**config.mk**
```make
export PLATFORM = sky130hd
export DESIGN_NAME = studio2_mem_arbiter_flat
export DESIGN_NICKNAME = d
export VERILOG_FILES = /design/src/rtl/studio2_mem_arbiter_pkg.sv /design/src/rtl/studio2_mem_arbiter_if.sv /design/src/rtl/studio2_mem_arbiter_addr_decode.sv /design/src/rtl/studio2_mem_arbiter.sv /design/src/flat_wrapper.sv
export SDC_FILE = /design/constraint.sdc
export NUM_CORES = 1
export LEC_CHECK = 0
export ABC_CLOCK_PERIOD_IN_PS = 3000
export CAP_MARGIN = 20
export CORE_MARGIN = 1.5
export CORE_UTILIZATION = 32
export DETAILED_ROUTE_END_ITERATION = 16
export GPL_TIMING_DRIVEN = 0
export MAX_ROUTING_LAYER = met4
export PLACE_DENSITY = 0.93
export SETUP_SLACK_MARGIN = 0.4
export SYNTH_ARGS = -nofsm -noshare
export SYNTH_HDL_FRONTEND = slang
export SYNTH_SLANG_ARGS = --single-unit
```
**constraint.sdc**
```tcl
create_clock -name clk -period 3 [get_ports clk]
set_clock_uncertainty 0.05 [all_clocks]
set_input_delay 0.9 -clock clk [delete_from_list [all_inputs] [get_ports clk]]
set_output_delay 0.9 -clock clk [all_outputs]
set_load 0.01 [all_outputs]
```
**src/rtl/studio2_mem_arbiter_pkg.sv**
```systemverilog
// Shared types and memory-map constants for the Studio II memory arbiter.
// Imported by the address decoder and the arbiter top.
package studio2_pkg;

  typedef enum logic [1:0] {
    RegionRom,
    RegionCart,
    RegionRam,
    RegionUnmapped
  } region_e;

  typedef enum logic [1:0] {
    OwnerNone,
    OwnerCpu,
    OwnerDma
  } owner_e;

  typedef enum logic [1:0] {
    SrcRam,
    SrcRom,
    SrcFf
  } src_e;

  typedef struct packed {
    owner_e owner;
    src_e   src;
  } ret_t;

  localparam logic [11:0] CART_BASE   = 12'h400;
  localparam logic [11:0] VRAM_BASE   = 12'h900;
  localparam logic [11:0] RAM_BASE    = 12'h800;
  // Clearing bit 10 folds 0xC00-0xDFF onto 0x800-0x9FF.
  localparam logic [11:0] MIRROR_MASK = 12'hBFF;

  function automatic src_e region_src(input region_e region);
    case (region)
      RegionRom:             return SrcRom;
      RegionCart, RegionRam: return SrcRam;
      default:               return SrcFf;
    endcase
  endfunction

endpackage

```
**src/rtl/studio2_mem_arbiter_if.sv**
```systemverilog
// Requester and memory-side bus of the Studio II memory arbiter.
// master is the environment (CPU, DMA, download port, RAM/ROM); slave is the arbiter.
interface studio2_mem_arbiter_if;

  logic        dl_active;
  logic        dl_wr;
  logic [11:0] dl_addr;
  logic [7:0]  dl_data;

  logic        dma_req;
  logic [7:0]  dma_addr;
  logic        dma_ack;
  logic [7:0]  dma_data;
  logic        dma_valid;

  logic        cpu_rd;
  logic        cpu_wr;
  logic [15:0] cpu_addr;
  logic [7:0]  cpu_wdata;
  logic [7:0]  cpu_rdata;
  logic        cpu_rvalid;
  logic        cpu_wait;

  logic        mem_ce;
  logic        mem_we;
  logic [11:0] mem_addr;
  logic [7:0]  mem_wdata;
  logic [7:0]  mem_rdata;
  logic [10:0] rom_addr;
  logic [7:0]  rom_rdata;

  logic        cart_present;

  modport master (
    output dl_active, dl_wr, dl_addr, dl_data,
    output dma_req, dma_addr,
    output cpu_rd, cpu_wr, cpu_addr, cpu_wdata,
    output mem_rdata, rom_rdata,
    input  dma_ack, dma_data, dma_valid,
    input  cpu_rdata, cpu_rvalid, cpu_wait,
    input  mem_ce, mem_we, mem_addr, mem_wdata, rom_addr,
    input  cart_present
  );

  modport slave (
    input  dl_active, dl_wr, dl_addr, dl_data,
    input  dma_req, dma_addr,
    input  cpu_rd, cpu_wr, cpu_addr, cpu_wdata,
    input  mem_rdata, rom_rdata,
    output dma_ack, dma_data, dma_valid,
    output cpu_rdata, cpu_rvalid, cpu_wait,
    output mem_ce, mem_we, mem_addr, mem_wdata, rom_addr,
    output cart_present
  );

endinterface

```
**src/rtl/studio2_mem_arbiter_addr_decode.sv**
```systemverilog
// Combinational Studio II console memory-map decoder for CPU addresses.
// Bits [15:12] alias; the cart window maps to RAM only when a cartridge is loaded.
module studio2_addr_decode
  import studio2_pkg::*;
(
  input  logic [15:0] addr,
  input  logic        cart_present,
  output region_e     region,
  output logic [11:0] mem_addr,
  output logic [10:0] rom_addr
);

  logic unused_high;
  assign unused_high = ^addr[15:12];

  assign rom_addr = addr[10:0];

  always_comb begin
    region   = RegionUnmapped;
    mem_addr = addr[11:0];
    // Decode on 512-byte blocks.
    case (addr[11:9])
      3'b000, 3'b001: region = RegionRom;
      3'b010, 3'b011: region = cart_present ? RegionCart : RegionRom;
      3'b100: begin
        region   = RegionRam;
        mem_addr = RAM_BASE | {3'b000, addr[8:0]};
      end
      3'b110: begin
        region   = RegionRam;
        mem_addr = addr[11:0] & MIRROR_MASK;
      end
      default: region = RegionUnmapped;
    endcase
  end

endmodule

```
**src/rtl/studio2_mem_arbiter.sv**
```systemverilog
// Fixed-priority (download > DMA > CPU) owner arbiter for the shared Studio II RAM/ROM,
// with a one-stage read-return pipeline and cartridge presence tracking.
module studio2_mem_arbiter
  import studio2_pkg::*;
#(
  parameter int unsigned CART_BYTES = 1024
) (
  input logic                clk,
  input logic                reset,
  studio2_mem_arbiter_if.slave bus
);

  logic        dl_active_q;
  logic [10:0] dl_cnt_q, dl_cnt_d;
  logic        cart_q, cart_d;
  ret_t        ret_q, ret_d;

  logic        dl_busy, dl_rise, dl_fall, dl_accept;
  logic        cpu_req, dma_grant, cpu_grant, cpu_ram;
  region_e     cpu_region;
  logic [11:0] cpu_mem_addr;
  logic [10:0] cpu_rom_addr;
  logic [7:0]  ret_byte;

  // The falling-edge cycle still belongs to the download so cart_present settles first.
  assign dl_busy   = bus.dl_active | dl_active_q;
  assign dl_rise   = bus.dl_active & ~dl_active_q;
  assign dl_fall   = ~bus.dl_active & dl_active_q;
  assign dl_accept = ~reset & bus.dl_active & bus.dl_wr & (32'(bus.dl_addr) < CART_BYTES);

  assign cpu_req      = bus.cpu_rd | bus.cpu_wr;
  assign dma_grant    = ~reset & bus.dma_req & ~dl_busy;
  assign cpu_grant    = ~reset & cpu_req & ~dl_busy & ~bus.dma_req;
  assign bus.cpu_wait = ~reset & cpu_req & (dl_busy | bus.dma_req);
  assign bus.dma_ack  = dma_grant;

  studio2_addr_decode u_decode (
    .addr         (bus.cpu_addr),
    .cart_present (cart_q),
    .region       (cpu_region),
    .mem_addr     (cpu_mem_addr),
    .rom_addr     (cpu_rom_addr)
  );

  assign cpu_ram      = (cpu_region == RegionRam) || (cpu_region == RegionCart);
  assign bus.rom_addr = cpu_rom_addr;

  always_comb begin
    bus.mem_ce    = 1'b0;
    bus.mem_we    = 1'b0;
    bus.mem_addr  = cpu_mem_addr;
    bus.mem_wdata = bus.cpu_wdata;
    ret_d         = ret_t'{owner: OwnerNone, src: SrcFf};
    if (dl_accept) begin
      bus.mem_ce    = 1'b1;
      bus.mem_we    = 1'b1;
      bus.mem_addr  = CART_BASE | {2'b00, bus.dl_addr[9:0]};
      bus.mem_wdata = bus.dl_data;
    end else if (dma_grant) begin
      bus.mem_ce   = 1'b1;
      bus.mem_addr = VRAM_BASE | {4'h0, bus.dma_addr};
      ret_d        = ret_t'{owner: OwnerDma, src: SrcRam};
    end else if (cpu_grant) begin
      bus.mem_ce = cpu_ram;
      if (bus.cpu_wr) begin
        bus.mem_we = cpu_ram;
      end else begin
        ret_d = ret_t'{owner: OwnerCpu, src: region_src(cpu_region)};
      end
    end
  end

  always_comb begin
    dl_cnt_d = dl_rise ? 11'd0 : dl_cnt_q;
    if (dl_accept && (32'(dl_cnt_d) < CART_BYTES)) begin
      dl_cnt_d = dl_cnt_d + 11'd1;
    end
    cart_d = cart_q;
    if (dl_rise) begin
      cart_d = 1'b0;
    end else if (dl_fall) begin
      cart_d = (dl_cnt_q != 11'd0);
    end
  end

  always_ff @(posedge clk) begin
    if (reset) begin
      dl_active_q <= 1'b0;
      dl_cnt_q    <= 11'd0;
      cart_q      <= 1'b0;
      ret_q       <= ret_t'{owner: OwnerNone, src: SrcFf};
    end else begin
      dl_active_q <= bus.dl_active;
      dl_cnt_q    <= dl_cnt_d;
      cart_q      <= cart_d;
      ret_q       <= ret_d;
    end
  end

  always_comb begin
    case (ret_q.src)
      SrcRam:  ret_byte = bus.mem_rdata;
      SrcRom:  ret_byte = bus.rom_rdata;
      default: ret_byte = 8'hFF;
    endcase
  end

  assign bus.cpu_rvalid   = ~reset & (ret_q.owner == OwnerCpu);
  assign bus.dma_valid    = ~reset & (ret_q.owner == OwnerDma);
  assign bus.cpu_rdata    = bus.cpu_rvalid ? ret_byte : 8'h00;
  assign bus.dma_data     = bus.dma_valid ? ret_byte : 8'h00;
  assign bus.cart_present = cart_q;

endmodule

```
**src/flat_wrapper.sv**
```systemverilog
// flat-port wrapper written by rule: the top's interface ports become plain ports
module studio2_mem_arbiter_flat import studio2_pkg::*;
#(
  parameter int unsigned CART_BYTES = 1024
)
  (clk, reset, bus_dl_active, bus_dl_wr, bus_dl_addr, bus_dl_data, bus_dma_req, bus_dma_addr, bus_cpu_rd, bus_cpu_wr, bus_cpu_addr, bus_cpu_wdata, bus_mem_rdata, bus_rom_rdata, bus_dma_ack, bus_dma_data, bus_dma_valid, bus_cpu_rdata, bus_cpu_rvalid, bus_cpu_wait, bus_mem_ce, bus_mem_we, bus_mem_addr, bus_mem_wdata, bus_rom_addr, bus_cart_present);
  studio2_mem_arbiter_if bus_i ();
  input logic clk;
  input logic reset;
  input wire logic [$bits(bus_i.dl_active)-1:0] bus_dl_active;
  input wire logic [$bits(bus_i.dl_wr)-1:0] bus_dl_wr;
  input wire logic [$bits(bus_i.dl_addr)-1:0] bus_dl_addr;
  input wire logic [$bits(bus_i.dl_data)-1:0] bus_dl_data;
  input wire logic [$bits(bus_i.dma_req)-1:0] bus_dma_req;
  input wire logic [$bits(bus_i.dma_addr)-1:0] bus_dma_addr;
  input wire logic [$bits(bus_i.cpu_rd)-1:0] bus_cpu_rd;
  input wire logic [$bits(bus_i.cpu_wr)-1:0] bus_cpu_wr;
  input wire logic [$bits(bus_i.cpu_addr)-1:0] bus_cpu_addr;
  input wire logic [$bits(bus_i.cpu_wdata)-1:0] bus_cpu_wdata;
  input wire logic [$bits(bus_i.mem_rdata)-1:0] bus_mem_rdata;
  input wire logic [$bits(bus_i.rom_rdata)-1:0] bus_rom_rdata;
  output wire logic [$bits(bus_i.dma_ack)-1:0] bus_dma_ack;
  output wire logic [$bits(bus_i.dma_data)-1:0] bus_dma_data;
  output wire logic [$bits(bus_i.dma_valid)-1:0] bus_dma_valid;
  output wire logic [$bits(bus_i.cpu_rdata)-1:0] bus_cpu_rdata;
  output wire logic [$bits(bus_i.cpu_rvalid)-1:0] bus_cpu_rvalid;
  output wire logic [$bits(bus_i.cpu_wait)-1:0] bus_cpu_wait;
  output wire logic [$bits(bus_i.mem_ce)-1:0] bus_mem_ce;
  output wire logic [$bits(bus_i.mem_we)-1:0] bus_mem_we;
  output wire logic [$bits(bus_i.mem_addr)-1:0] bus_mem_addr;
  output wire logic [$bits(bus_i.mem_wdata)-1:0] bus_mem_wdata;
  output wire logic [$bits(bus_i.rom_addr)-1:0] bus_rom_addr;
  output wire logic [$bits(bus_i.cart_present)-1:0] bus_cart_present;
  assign bus_i.dl_active = bus_dl_active;
  assign bus_i.dl_wr = bus_dl_wr;
  assign bus_i.dl_addr = bus_dl_addr;
  assign bus_i.dl_data = bus_dl_data;
  assign bus_i.dma_req = bus_dma_req;
  assign bus_i.dma_addr = bus_dma_addr;
  assign bus_i.cpu_rd = bus_cpu_rd;
  assign bus_i.cpu_wr = bus_cpu_wr;
  assign bus_i.cpu_addr = bus_cpu_addr;
  assign bus_i.cpu_wdata = bus_cpu_wdata;
  assign bus_i.mem_rdata = bus_mem_rdata;
  assign bus_i.rom_rdata = bus_rom_rdata;
  assign bus_dma_ack = bus_i.dma_ack;
  assign bus_dma_data = bus_i.dma_data;
  assign bus_dma_valid = bus_i.dma_valid;
  assign bus_cpu_rdata = bus_i.cpu_rdata;
  assign bus_cpu_rvalid = bus_i.cpu_rvalid;
  assign bus_cpu_wait = bus_i.cpu_wait;
  assign bus_mem_ce = bus_i.mem_ce;
  assign bus_mem_we = bus_i.mem_we;
  assign bus_mem_addr = bus_i.mem_addr;
  assign bus_mem_wdata = bus_i.mem_wdata;
  assign bus_rom_addr = bus_i.rom_addr;
  assign bus_cart_present = bus_i.cart_present;
  studio2_mem_arbiter #(.CART_BYTES(CART_BYTES)) u_core (.clk(clk), .reset(reset), .bus(bus_i));
endmodule
```
==> metrics.sh, run 1 <==
STATUS='finished clean'
SYNTH_CELL_TYPES=41
ANTENNA_FOUND_INITIAL=0
MAXSLEWVIOLCOUNT=0
SYNTH_EDF_COUNT=0
TOP_LEVEL_PORTS=129
POSTROUTEWIRELENGTH_MM=7.52
ROUTE.MET3.WL_UM=377
CTS_BUFFERS=3
DIODES=0
CRITPATHMAXFANOUT=8
SYNTH_NETS=301
WORST-SETUP-PATH-TYPE='primary input to output port'
AREA_GROWTH_SYN_TO_LAYOUT_PCT=144
NUM-NETS-FINAL=465
WORSTMARGINPINSLEW_NS=0.405
GRT_PASS1_WL_MM=10.5
POWER-PER-CELL-AREA_nW_PER_UM2=204
HOLDWS_NS=0.456
FINAL_HOLD_VIOL_COUNT=0
DRT_ITER0_MARKERS=62
LAYOUT_COMMON_CELLS='sky130_fd_sc_hd__buf_6, sky130_fd_sc_hd__clkdlybuf4s50_1, sky130_fd_sc_hd__buf_4'
CTS.CLK_SLEW.WORST_PATHS_NS=0.06
ROUTED.TOP_LAYER='met4'
OVERALL_DIE_WIDTH_UM=70.6
CTS_TREE='done'
WORST_SLEW_MARGIN_REL_PCT=73.0
LAYOUT.CELLS.NON_FILLER=438
NUMBER_OF_FILLER_CELLS_PLACED_IN_THE_LAYOUT=262
POST_SYNTH_DESIGN_CELL_AREA_UM2=1460
DETAILED_PLACE_HPWL_MM=4.58
HOLD_BUFFERS=0
TIMING.FINAL.CRIT_SHARE_PCT=98.8
CRITPATHREQUIREDTIME_NS=2.05
VDD.IR_DROP.WORST_uV=153
POSTSYNTHREGISTERBITS=17
GRT_SETUP_UNREPAIRED='true'
ROUTED-VIA-COUNT=2277
POWER_W=0.000728
INITIAL_UTILIZATION_PCT=33.4
DIE_AREA_UM2=4990
GP_CONGESTION=0.803
MIN-DELAY-START='u_core.dl_cnt_q[9]'
YS.WARNINGS.COUNT=0
PERIOD_MINUS_SLACK_NS=2.96
WORST_SKEW_PAIR.LATE_LATENCY_NS=0.26
CRIT_PATH_END_KIND='output port'
CAP_VIOLATIONS=0
GR-USAGE-ALL-LAYERS_PCT=26.3
DRT-VIAS-PER-INSTANCE=5.20
DRIVE_GT1_SHARE_PCT=53.1
R2R_START='u_core.dl_active_q'
MET2WIRELENGTH_MM=4.09
DRT.ANTENNA.VIOLATING_NETS=0
HTREEDEPTH=1
FIRST_GLOBAL_VIAS=2282
TIMING.FINAL.SETUP_VIOLATIONS=0
PLACEMENTROWS=24
CLOCK-ROOT-BUFFER='sky130_fd_sc_hd__clkbuf_8'
CTS_MAX_PATH_BUFFERS=2
DRT_FIRST_PASS_ITERS=4
POST-ROUTE-DRC-COUNT=0
CRIT_PATH_START_KIND='primary input'
TIMING.CRITICAL_PATH.FROM='bus_dl_active'
DIEHEIGHT_UM=70.6
FMAX_GHz=0.337
NUMBER_OF_INSTANCES_IN_THE_SYNTHESIZED_NETLIST=223
GRT_MAX_DEGREE=11
IO_BUFFER_COUNT=124
P_LEAK_nW=1.67
POST-ROUTE-UTIL_PCT=81.5
SYN_AVG_CELL_AREA_UM2=6.56
YS.FLOP_TYPE='sky130_fd_sc_hd__dfxtp_1'
OVERFLOW=0
POST-PLACE-CELLS=399
SYNTH-SEQ-AREA-SHARE_PCT=23.2
AVGROUTEDWIREPERCELL_UM=17.2
WORSTPATHARRIVAL_NS=2.01
HP-CLASS='register to register'
CTS_SINKS=17
ROUTEDLENGTHMET1_MM=2.92
LAYOUT.CELLS.MOST_COMMON='sky130_fd_sc_hd__buf_6'
ASYNC_FLOP_SHARE_PCT=0
CORE_UM2=4380
-- what timing repair did --
item,CTS,global route
setup buffers,28,5
hold endpoints to repair,0,0
pin swaps,48,25
endpoints found under the setup margin,57,42
resized for setup,344,67
cloned,2,0
-- flip-flops by register name, summed over array words and instances (netlist names) --
signal	cells
u_core.bus.cart_present	1
u_core.dl_cnt_q	11
u_core.ret_q	4
u_core.dl_active_q	1
-- worst paths after layout --
check	end	slack, ns	depth (start not counted)
setup reg to reg	u_core.dl_cnt_q[6]	0.81	8
hold / removal	u_core.dl_cnt_q[10]	0.46	2
hold reg to reg	u_core.dl_cnt_q[10]	0.46	2
setup / recovery	bus_mem_addr[4]	0.04	8
-- logic make-up after synthesis --
family          after synthesis  synth area share (%)
fa+ha+maj                     3                  2.56
simple gates                125                  41.5
compound gates               45                  19.9
flops                        17                  23.2
buf+inv                      31                  11.5
xor+xnor                      2                  1.20
-- worst max-delay path, stage by stage --
cell	delay, ns
sky130_fd_sc_hd__buf_12	0.10
sky130_fd_sc_hd__and4bb_4	0.21
sky130_fd_sc_hd__and2_4	0.15
sky130_fd_sc_hd__buf_6	0.13
sky130_fd_sc_hd__buf_8	0.14
sky130_fd_sc_hd__a22oi_2	0.17
sky130_fd_sc_hd__nand2_1	0.07
sky130_fd_sc_hd__buf_2	0.14
-- report_power, final --
part / total, W / switching (W) / internal, W
Combinational: 0.000318 / 0.000133 / 0.000185
Sequential: 0.000231 / 0.00000363 / 0.000227
Clock: 0.000179 / 0.0000864 / 0.0000924
-- layout make-up --
class	count	area, µm²	area share [%]
repair buffers	159	1480	41.4
multi-input cells	175	1370	38.5
flip-flops and latches	17	344	9.63
plain buffers	22	225	6.30
well taps	52	65.1	1.82
clock buffers	3	41.3	1.16
inverters	9	38.8	1.09
clock inverters	1	5.00	0.140
-- per-stage QoR --
stage | TNS [ns] | cell area [µm²] | setup WS (ns)
after CTS | 0 | 3360 | 0.0390
after detailed placement | -35.17 | 2950 | -0.967
after floorplan | 0 | 1650 | 0.253
after global routing | -0.129 | 3570 | -0.0389
final | 0 | 3570 | 0.0357
after global placement | -34.82 | 2950 | -0.964
-- layer usage --
layer / up-vias / track usage (%)
met2: 94 / 50.9
met3: 15 / 3.56
li1: 1082 / -
met1: 1086 / 28.0
met4: 0 / 6.08
met5: - / -
-- cell usage after synthesis, types with 2 or more instances --
cell type                  instances  area (µm²)
sky130_fd_sc_hd__a211oi_1          8        60.1
sky130_fd_sc_hd__a21oi_1           9        45.0
sky130_fd_sc_hd__a22oi_1           8        60.1
sky130_fd_sc_hd__and2_1            3        18.8
sky130_fd_sc_hd__and2_2            2        15.0
sky130_fd_sc_hd__and3_1            2        12.5
sky130_fd_sc_hd__buf_2             3        15.0
sky130_fd_sc_hd__buf_4            11        82.6
sky130_fd_sc_hd__clkbuf_1          6        22.5
sky130_fd_sc_hd__dfxtp_1          17         340
sky130_fd_sc_hd__ha_1              3        37.5
sky130_fd_sc_hd__inv_1             9        33.8
sky130_fd_sc_hd__nand2_1          54         203
sky130_fd_sc_hd__nand2b_1          3        18.8
sky130_fd_sc_hd__nand3_1           4        20.0
sky130_fd_sc_hd__nand4_1           4        25.0
sky130_fd_sc_hd__nor2_1           28         105
sky130_fd_sc_hd__nor2b_1           9        56.3
sky130_fd_sc_hd__nor3_1            3        15.0
sky130_fd_sc_hd__o21ai_0          10        50.1
sky130_fd_sc_hd__o31ai_1           5        37.5
sky130_fd_sc_hd__or4_1             3        22.5
No activity file was read; power rests on OpenSTA's default activity.
==> run 2, diff against run 1 <==
--- a/config.mk
+++ b/config.mk
@@ -17,3 +17,4 @@
 export SYNTH_ARGS = -nofsm -noshare
 export SYNTH_HDL_FRONTEND = slang
 export SYNTH_SLANG_ARGS = --single-unit
+export TNS_END_PERCENT = 100
==> constraint.sdc (replaced) <==
create_clock -name clk -period 3 [get_ports clk]
set_clock_uncertainty 0.05 [all_clocks]
set_input_delay 0.9 -clock clk [delete_from_list [all_inputs] [get_ports clk]]
set_output_delay 0.9 -clock clk [all_outputs]
set_load 0.005 [all_outputs]
==> run 2 against run 1 <==
Register-to-register slack hardly changed. Count of clock-buffer cells in the layout stayed put. Sequential share of layout area hardly changed. Global-route usage is 3.3 points higher. Hold slack better by 0.018 ns. The run now ends with setup timing left. Non-clock buffer count is 15 higher. Cell count is 3.7% higher. Via count is 11% higher. Sequential cell count stayed put. First-iteration DRC count is 110% higher. Largest power group unchanged. Core utilization is 0.97 points lower.
==> metrics.sh, run 2 (same netlist as run 1, synthesis figures left out) <==
BIGGESTREGSBYFLOPS='u_core.dl_cnt_q x11, u_core.ret_q x4'
DRT_ITER0_MARKERS=132
DRIVE_GT1_SHARE_PCT=50.0
DIODES=0
POST-ROUTE-DRC-COUNT=0
CLOCK_POWER_SHARE_PCT=25.3
CRIT_PATH_CELL_TRACE='buf_12, and4bb_4, and2_4, buf_6, buf_6, buf_6, nand2_2, nand2_1, buf_2'
CTS_BUFFERS=3
FINALWORSTSETUPSLACK_NS=-0.0809
CTS_MAX_PATH_BUFFERS=2
WORST_SKEW_PAIR.LATE_LATENCY_NS=0.26
CRITPATHMAXFANOUT=6
LAYOUT_COMMON_CELLS='sky130_fd_sc_hd__buf_2, sky130_fd_sc_hd__nand2_1, sky130_fd_sc_hd__buf_4'
VIOLATIONS_IN_THE_FINAL_REPORTS='setup timing'
LAYOUT.CELLS.MOST_COMMON='sky130_fd_sc_hd__buf_2'
CORE_UM2=4380
CRITPATHMOSTFREQUENTCELL='sky130_fd_sc_hd__buf_6'
HOLDWS_NS=0.474
CRITPATHREQUIREDTIME_NS=2.05
POWER_FRAC_SEQ_PCT=32.2
POWER_W=0.000720
TOP_LEVEL_PORTS=129
CTS_TREE='done'
POWER-PER-CELL-AREA_nW_PER_UM2=204
INTERNAL_POWER_W=0.000504
LARGEST_REGISTER_FFS=11
COMB_POWER_SHARE_PCT=42.5
INITIAL_UTILIZATION_PCT=33.4
ROUTED-VIA-COUNT=2518
CRIT_PATH_END_KIND='output port'
DRT.ANTENNA.VIOLATING_NETS=0
GP_CONGESTION=0.825
NUM-NETS-FINAL=481
GR-USAGE-ALL-LAYERS_PCT=29.6
OVERFLOW=0
HP-CLASS='register to register'
DIEHEIGHT_UM=70.6
DETAILED_PLACE_HPWL_MM=4.30
POSTROUTEWIRELENGTH_MM=8.37
CRITICAL_PATH.SLOWEST_CELL='sky130_fd_sc_hd__and4bb_4'
GRT_MAX_DEGREE=11
PERIOD_MINUS_SLACK_NS=3.08
VDD.IR_DROP.WORST_uV=216
TIMING.FINAL.SETUP_VIOLATIONS=21
CLOCK-ROOT-BUFFER='sky130_fd_sc_hd__clkbuf_8'
CRIT_PATH_START_KIND='primary input'
GRT_SETUP_UNREPAIRED='true'
CAP_VIOLATIONS=0
WORST_HOLD_PATH.NUM_CELLS=2
P_LEAK_nW=1.69
OVERALL_DIE_WIDTH_UM=70.6
PLACEMENTROWS=24
NUMBER_OF_FILLER_CELLS_PLACED_IN_THE_LAYOUT=234
STATUS='finished with violations'
TIMING.FINAL.CRIT_SHARE_PCT=103
HTREEDEPTH=1
DRT_FIRST_PASS_ITERS=6
WORSTMARGINPINSLEW_NS=0.680
TOP_REGISTER='u_core.dl_cnt_q'
WORST-SETUP-PATH-TYPE='primary input to output port'
AREA_GROWTH_SYN_TO_LAYOUT_PCT=141
CTS_SINKS=17
DETAILEDPLACE.WORSTSLACK_NS=-0.953
FINAL_HOLD_VIOL_COUNT=0
NET-SWITCHING-POWER_W=0.000216
GRT_PASS1_WL_MM=11.6
WORSTPATHARRIVAL_NS=2.13
IO_BUFFER_COUNT=124
HOLD_BUFFERS=0
DIE_AREA_UM2=4990
TIMING.CRITICAL_PATH.SLOWEST_CELL_DELAY_NS=0.37
FMAX_GHz=0.325
DRT-VIAS-PER-INSTANCE=5.55
R2R_CELLS=9
AVGROUTEDWIREPERCELL_UM=18.4
WORST_SLEW_MARGIN_REL_PCT=54.7
P_SW_SHARE_PCT=30.0
CTS.CLK_SLEW.WORST_PATHS_NS=0.07
ANTENNA_FOUND_INITIAL=0
MAXSLEWVIOLCOUNT=0
FIRST_GLOBAL_VIAS=2499
-- run 2: cell types whose count changed in the layout (fill, tap and decap cells not counted), sizes merged --
| cell | change |
|---|---|
| inv | +1 |
| buf | +15 |
| clkinv | -1 |
| dlymetal6s2s | -2 |
| clkdlybuf4s15 | -2 |
| dlygate4sd2 | +16 |
| clkbuf | -8 |
| nand2 | +1 |
| clkdlybuf4s50 | -4 |
-- run 2: area by class of cell --
type / instances / area, µm² / share of cell area, %
timing repair buffer: 174 / 1500 / 42.5
tap: 52 / 65.1 / 1.84
clock buffer: 3 / 41.3 / 1.17
inverter: 9 / 33.8 / 0.957
multi-input combinational: 176 / 1330 / 37.6
clock inverter: 1 / 5.00 / 0.142
buffer: 22 / 214 / 6.06
sequential: 17 / 342 / 9.68
-- run 2: routing by layer --
layer / global-route usage (%) / up-vias / wire length [µm]
met5: - / - / 0
met3: 7.26 / 56 / 713
met1: 28.5 / 1173 / 2710
met2: 56.8 / 179 / 4440
li1: - / 1110 / -
met4: 10.5 / 0 / 505
-- run 2: stage by stage --
| step | TNS (ns) | instance area (µm²) | utilization [%] | cells |
|---|---|---|---|---|
| after floorplan | 0 | 1540 | - | 223 |
| after global placement | -34.37 | 2840 | 64.8 | 399 |
| after detailed placement | -34.76 | 2840 | 64.8 | 399 |
| after CTS | -0.0723 | 3340 | 76.3 | 447 |
| after global routing | -1.55 | 3530 | 80.5 | 454 |
| final | -0.857 | 3530 | 80.5 | 454 |
-- run 2: power groups by stage --
| stage | logic [W] | clock network, W | registers (W) |
|---|---|---|---|
| 2_1_floorplan | 0.0000745 | 0 | 0.000235 |
| 3_3_place_gp | 0.000247 | 0 | 0.000235 |
| 3_5_place_dp | 0.000250 | 0 | 0.000235 |
| 4_1_cts | 0.000272 | 0.000177 | 0.000231 |
| 5_1_grt | 0.000322 | 0.000193 | 0.000232 |
| 6_report | 0.000306 | 0.000182 | 0.000231 |
-- run 2: worst paths after layout --
kind / start / slack, ns / to
setup reg to reg: u_core.dl_active_q / 0.82 / u_core.dl_cnt_q[6]
hold reg to reg: u_core.dl_cnt_q[9] / 0.47 / u_core.dl_cnt_q[10]
setup / recovery: reset / -0.08 / bus_mem_wdata[1]
hold / removal: u_core.dl_cnt_q[9] / 0.47 / u_core.dl_cnt_q[10]
-- run 2: critical path: cells and delay by family --
family	cells	cell delay, ns
simple gates	4	0.64
buf+inv	5	0.59
-- run 2: timing repair --
action,4_1_cts,5_1_grt
gates resized for setup,349,37
endpoints found under the setup margin,57,43
buffers inserted,42,7
cloned,2,0
pin swaps,55,10
==> run 3, diff against run 2 <==
--- a/config.mk
+++ b/config.mk
@@ -7,12 +7,12 @@
 export LEC_CHECK = 0
 export ABC_CLOCK_PERIOD_IN_PS = 3000
 export CAP_MARGIN = 20
-export CORE_MARGIN = 1.5
+export CORE_MARGIN = 10
 export CORE_UTILIZATION = 32
 export DETAILED_ROUTE_END_ITERATION = 16
 export GPL_TIMING_DRIVEN = 0
 export MAX_ROUTING_LAYER = met4
-export PLACE_DENSITY = 0.93
+export PLACE_DENSITY = 0.81
 export SETUP_SLACK_MARGIN = 0.4
 export SYNTH_ARGS = -nofsm -noshare
 export SYNTH_HDL_FRONTEND = slang
==> run 3 against run 2 <==
Wire length fell by 1.2%. Highest routed layer unchanged. Maximum frequency rose by 1.2%. Critical endpoint is now bus_mem_addr[10]. Sequential power barely moved. Hold slack got worse by 0.033 ns. Die area rose by 54%. Critical path depth fell by 3. Sequential share of layout area rose by 0.49 points. Core utilization fell by 3.9 points. Count of clock-buffer cells in the layout did not move. Combinational power fell by 6%. Clock power fell by 6%. Cell count fell by 3.5%. The flow still finishes with violations (setup timing).
==> metrics.sh, run 3 (same netlist as run 1, synthesis figures left out) <==
DRT-VIAS-PER-INSTANCE=5.09
TIMING.FINAL.CRIT_SHARE_PCT=102
HTREEDEPTH=1
GP_CONGESTION=0.818
CRIT_PATH_END_KIND='output port'
HP-CLASS='register to register'
VIOLATIONS_IN_THE_FINAL_REPORTS='setup timing'
WORST_HOLD_PATH.NUM_CELLS=2
DRT_ITER0_MARKERS=95
HOLDWS_NS=0.441
NUMBER_OF_FILLER_CELLS_PLACED_IN_THE_LAYOUT=308
TIMING.FINAL.SETUP_VIOLATIONS=8
FINAL_AREA_UM2=3360
GRT_PASS1_WL_MM=11.5
DRT.ANTENNA.VIOLATING_NETS=0
DRT_FIRST_PASS_ITERS=4
INITIAL_UTILIZATION_PCT=33.4
CAP_VIOLATIONS=0
CRITPATHMAXFANOUT=10
PERIOD_MINUS_SLACK_NS=3.05
ANTENNA_FOUND_INITIAL=0
FINAL_HOLD_VIOL_COUNT=0
BIGGESTREGSBYFLOPS='u_core.dl_cnt_q x11, u_core.ret_q x4'
OVERFLOW=0
AREA_GROWTH_SYN_TO_LAYOUT_PCT=129
TOP_LEVEL_PORTS=129
POST-ROUTE-UTIL_PCT=76.6
GRT_MAX_DEGREE=11
DIE_AREA_UM2=7680
DIEHEIGHT_UM=87.6
CTS_BUFFERS=3
FMAX_GHz=0.328
WORST_SLEW_MARGIN_REL_PCT=53.9
R2R_CELLS=8
GR-USAGE-ALL-LAYERS_PCT=18.9
DETAILED_PLACE_HPWL_MM=5.62
CRITPATHREQUIREDTIME_NS=2.05
WORST_SKEW_PAIR.LATE_LATENCY_NS=0.26
CTS_TREE='done'
LARGEST_REGISTER_FFS=11
CTS.CLK_SLEW.WORST_PATHS_NS=0.07
STATUS='finished with violations'
WORSTMARGINPINSLEW_NS=0.692
CTS_MAX_PATH_BUFFERS=2
VDD.IR_DROP.WORST_uV=300
P_LEAK_nW=1.58
LAYOUT_COMMON_CELLS='sky130_fd_sc_hd__nand2_1, sky130_fd_sc_hd__buf_2, sky130_fd_sc_hd__clkdlybuf4s50_1'
MAXSLEWVIOLCOUNT=0
TOP_REGISTER='u_core.dl_cnt_q'
GRT_SETUP_UNREPAIRED='true'
CRIT_PATH_START_KIND='primary input'
WORSTPATHARRIVAL_NS=2.10
IO_BUFFER_COUNT=124
POSTROUTEWIRELENGTH_MM=8.27
LAYOUT.CELLS.MOST_COMMON='sky130_fd_sc_hd__nand2_1'
POWER-PER-CELL-AREA_nW_PER_UM2=205
AVGROUTEDWIREPERCELL_UM=18.9
OVERALL_DIE_WIDTH_UM=87.6
WORST-SETUP-PATH-TYPE='primary input to output port'
DIODES=0
ROUTED-VIA-COUNT=2228
FIRST_GLOBAL_VIAS=2201
CLOCK-ROOT-BUFFER='sky130_fd_sc_hd__clkbuf_8'
POWER_W=0.000688
POST-ROUTE-DRC-COUNT=0
PLACEDINSTANCEAREA_UM2=2840
CORE_UM2=4380
PLACEMENTROWS=24
DETAILEDPLACE.WORSTSLACK_NS=-0.938
DRIVE_GT1_SHARE_PCT=47.4
NUM-NETS-FINAL=465
FINALWORSTSETUPSLACK_NS=-0.0453
CTS_SINKS=17
## run 3: changes by cell type in the layout (fill, tap and decap cells not counted), sizes merged, moves of 2 or more
cell | before | now
clkdlybuf4s15 | 7 | 9
buf | 119 | 100
dlygate4sd2 | 29 | 27
clkbuf | 8 | 10
## run 3: worst paths after layout
kind / slack (ns) / to / startpoint
worst min-delay path: 0.44 / u_core.dl_cnt_q[10] / u_core.dl_cnt_q[9]
worst max register to register: 0.84 / u_core.dl_cnt_q[6] / u_core.dl_active_q
worst max-delay path: -0.05 / bus_mem_addr[10] / reset
worst min register to register: 0.44 / u_core.dl_cnt_q[10] / u_core.dl_cnt_q[9]
## run 3: per-layer routing
layer  global-route usage [%]  routed length [µm]  vias to the layer above
met3                     5.76                 644                       14
met5                        -                   0                        -
met2                     33.9                4400                       97
met1                     20.1                3090                     1038
met4                     3.19                 138                        0
li1                         -                   -                     1079
## run 3: what timing repair did
item,in CTS,in global routing
setup endpoints to repair,57,41
pin swaps,43,17
hold buffers,0,0
cloned,2,0
gates resized for setup,330,45
setup buffers,26,7
## run 3: cell type report
cell class / instances / area (µm²) / area share (%)
repair buffers: 158 / 1380 / 40.9
multi-input cells: 176 / 1270 / 38.0
plain buffers: 22 / 218 / 6.48
clock buffers: 3 / 41.3 / 1.23
well taps: 52 / 65.1 / 1.94
clock inverters: 1 / 5.00 / 0.149
inverters: 9 / 38.8 / 1.15
flip-flops and latches: 17 / 342 / 10.2
## run 3: power breakdown
part           leakage [nW]  internal [W]  total, W  switching (W)
clock network        0.0255     0.0000922  0.000171      0.0000783
logic                  1.42      0.000173  0.000287       0.000114
registers             0.138      0.000228  0.000231     0.00000294
total                  1.58      0.000493  0.000688       0.000195
## run 3: through the flow
stage          TNS, ns  instances
6_report        -0.130        438
3_5_place_dp    -34.44        399
4_1_cts        -0.0265        431
3_3_place_gp    -34.55        399
2_1_floorplan        0        223
5_1_grt         -0.735        438
## run 3: worst max-delay path: stages
cell,delay (ns)
sky130_fd_sc_hd__buf_12,0.11
sky130_fd_sc_hd__and4bb_4,0.36
sky130_fd_sc_hd__nand2_1,0.15
sky130_fd_sc_hd__clkbuf_8,0.21
sky130_fd_sc_hd__o21ai_0,0.08
sky130_fd_sc_hd__dlygate4sd2_1,0.28
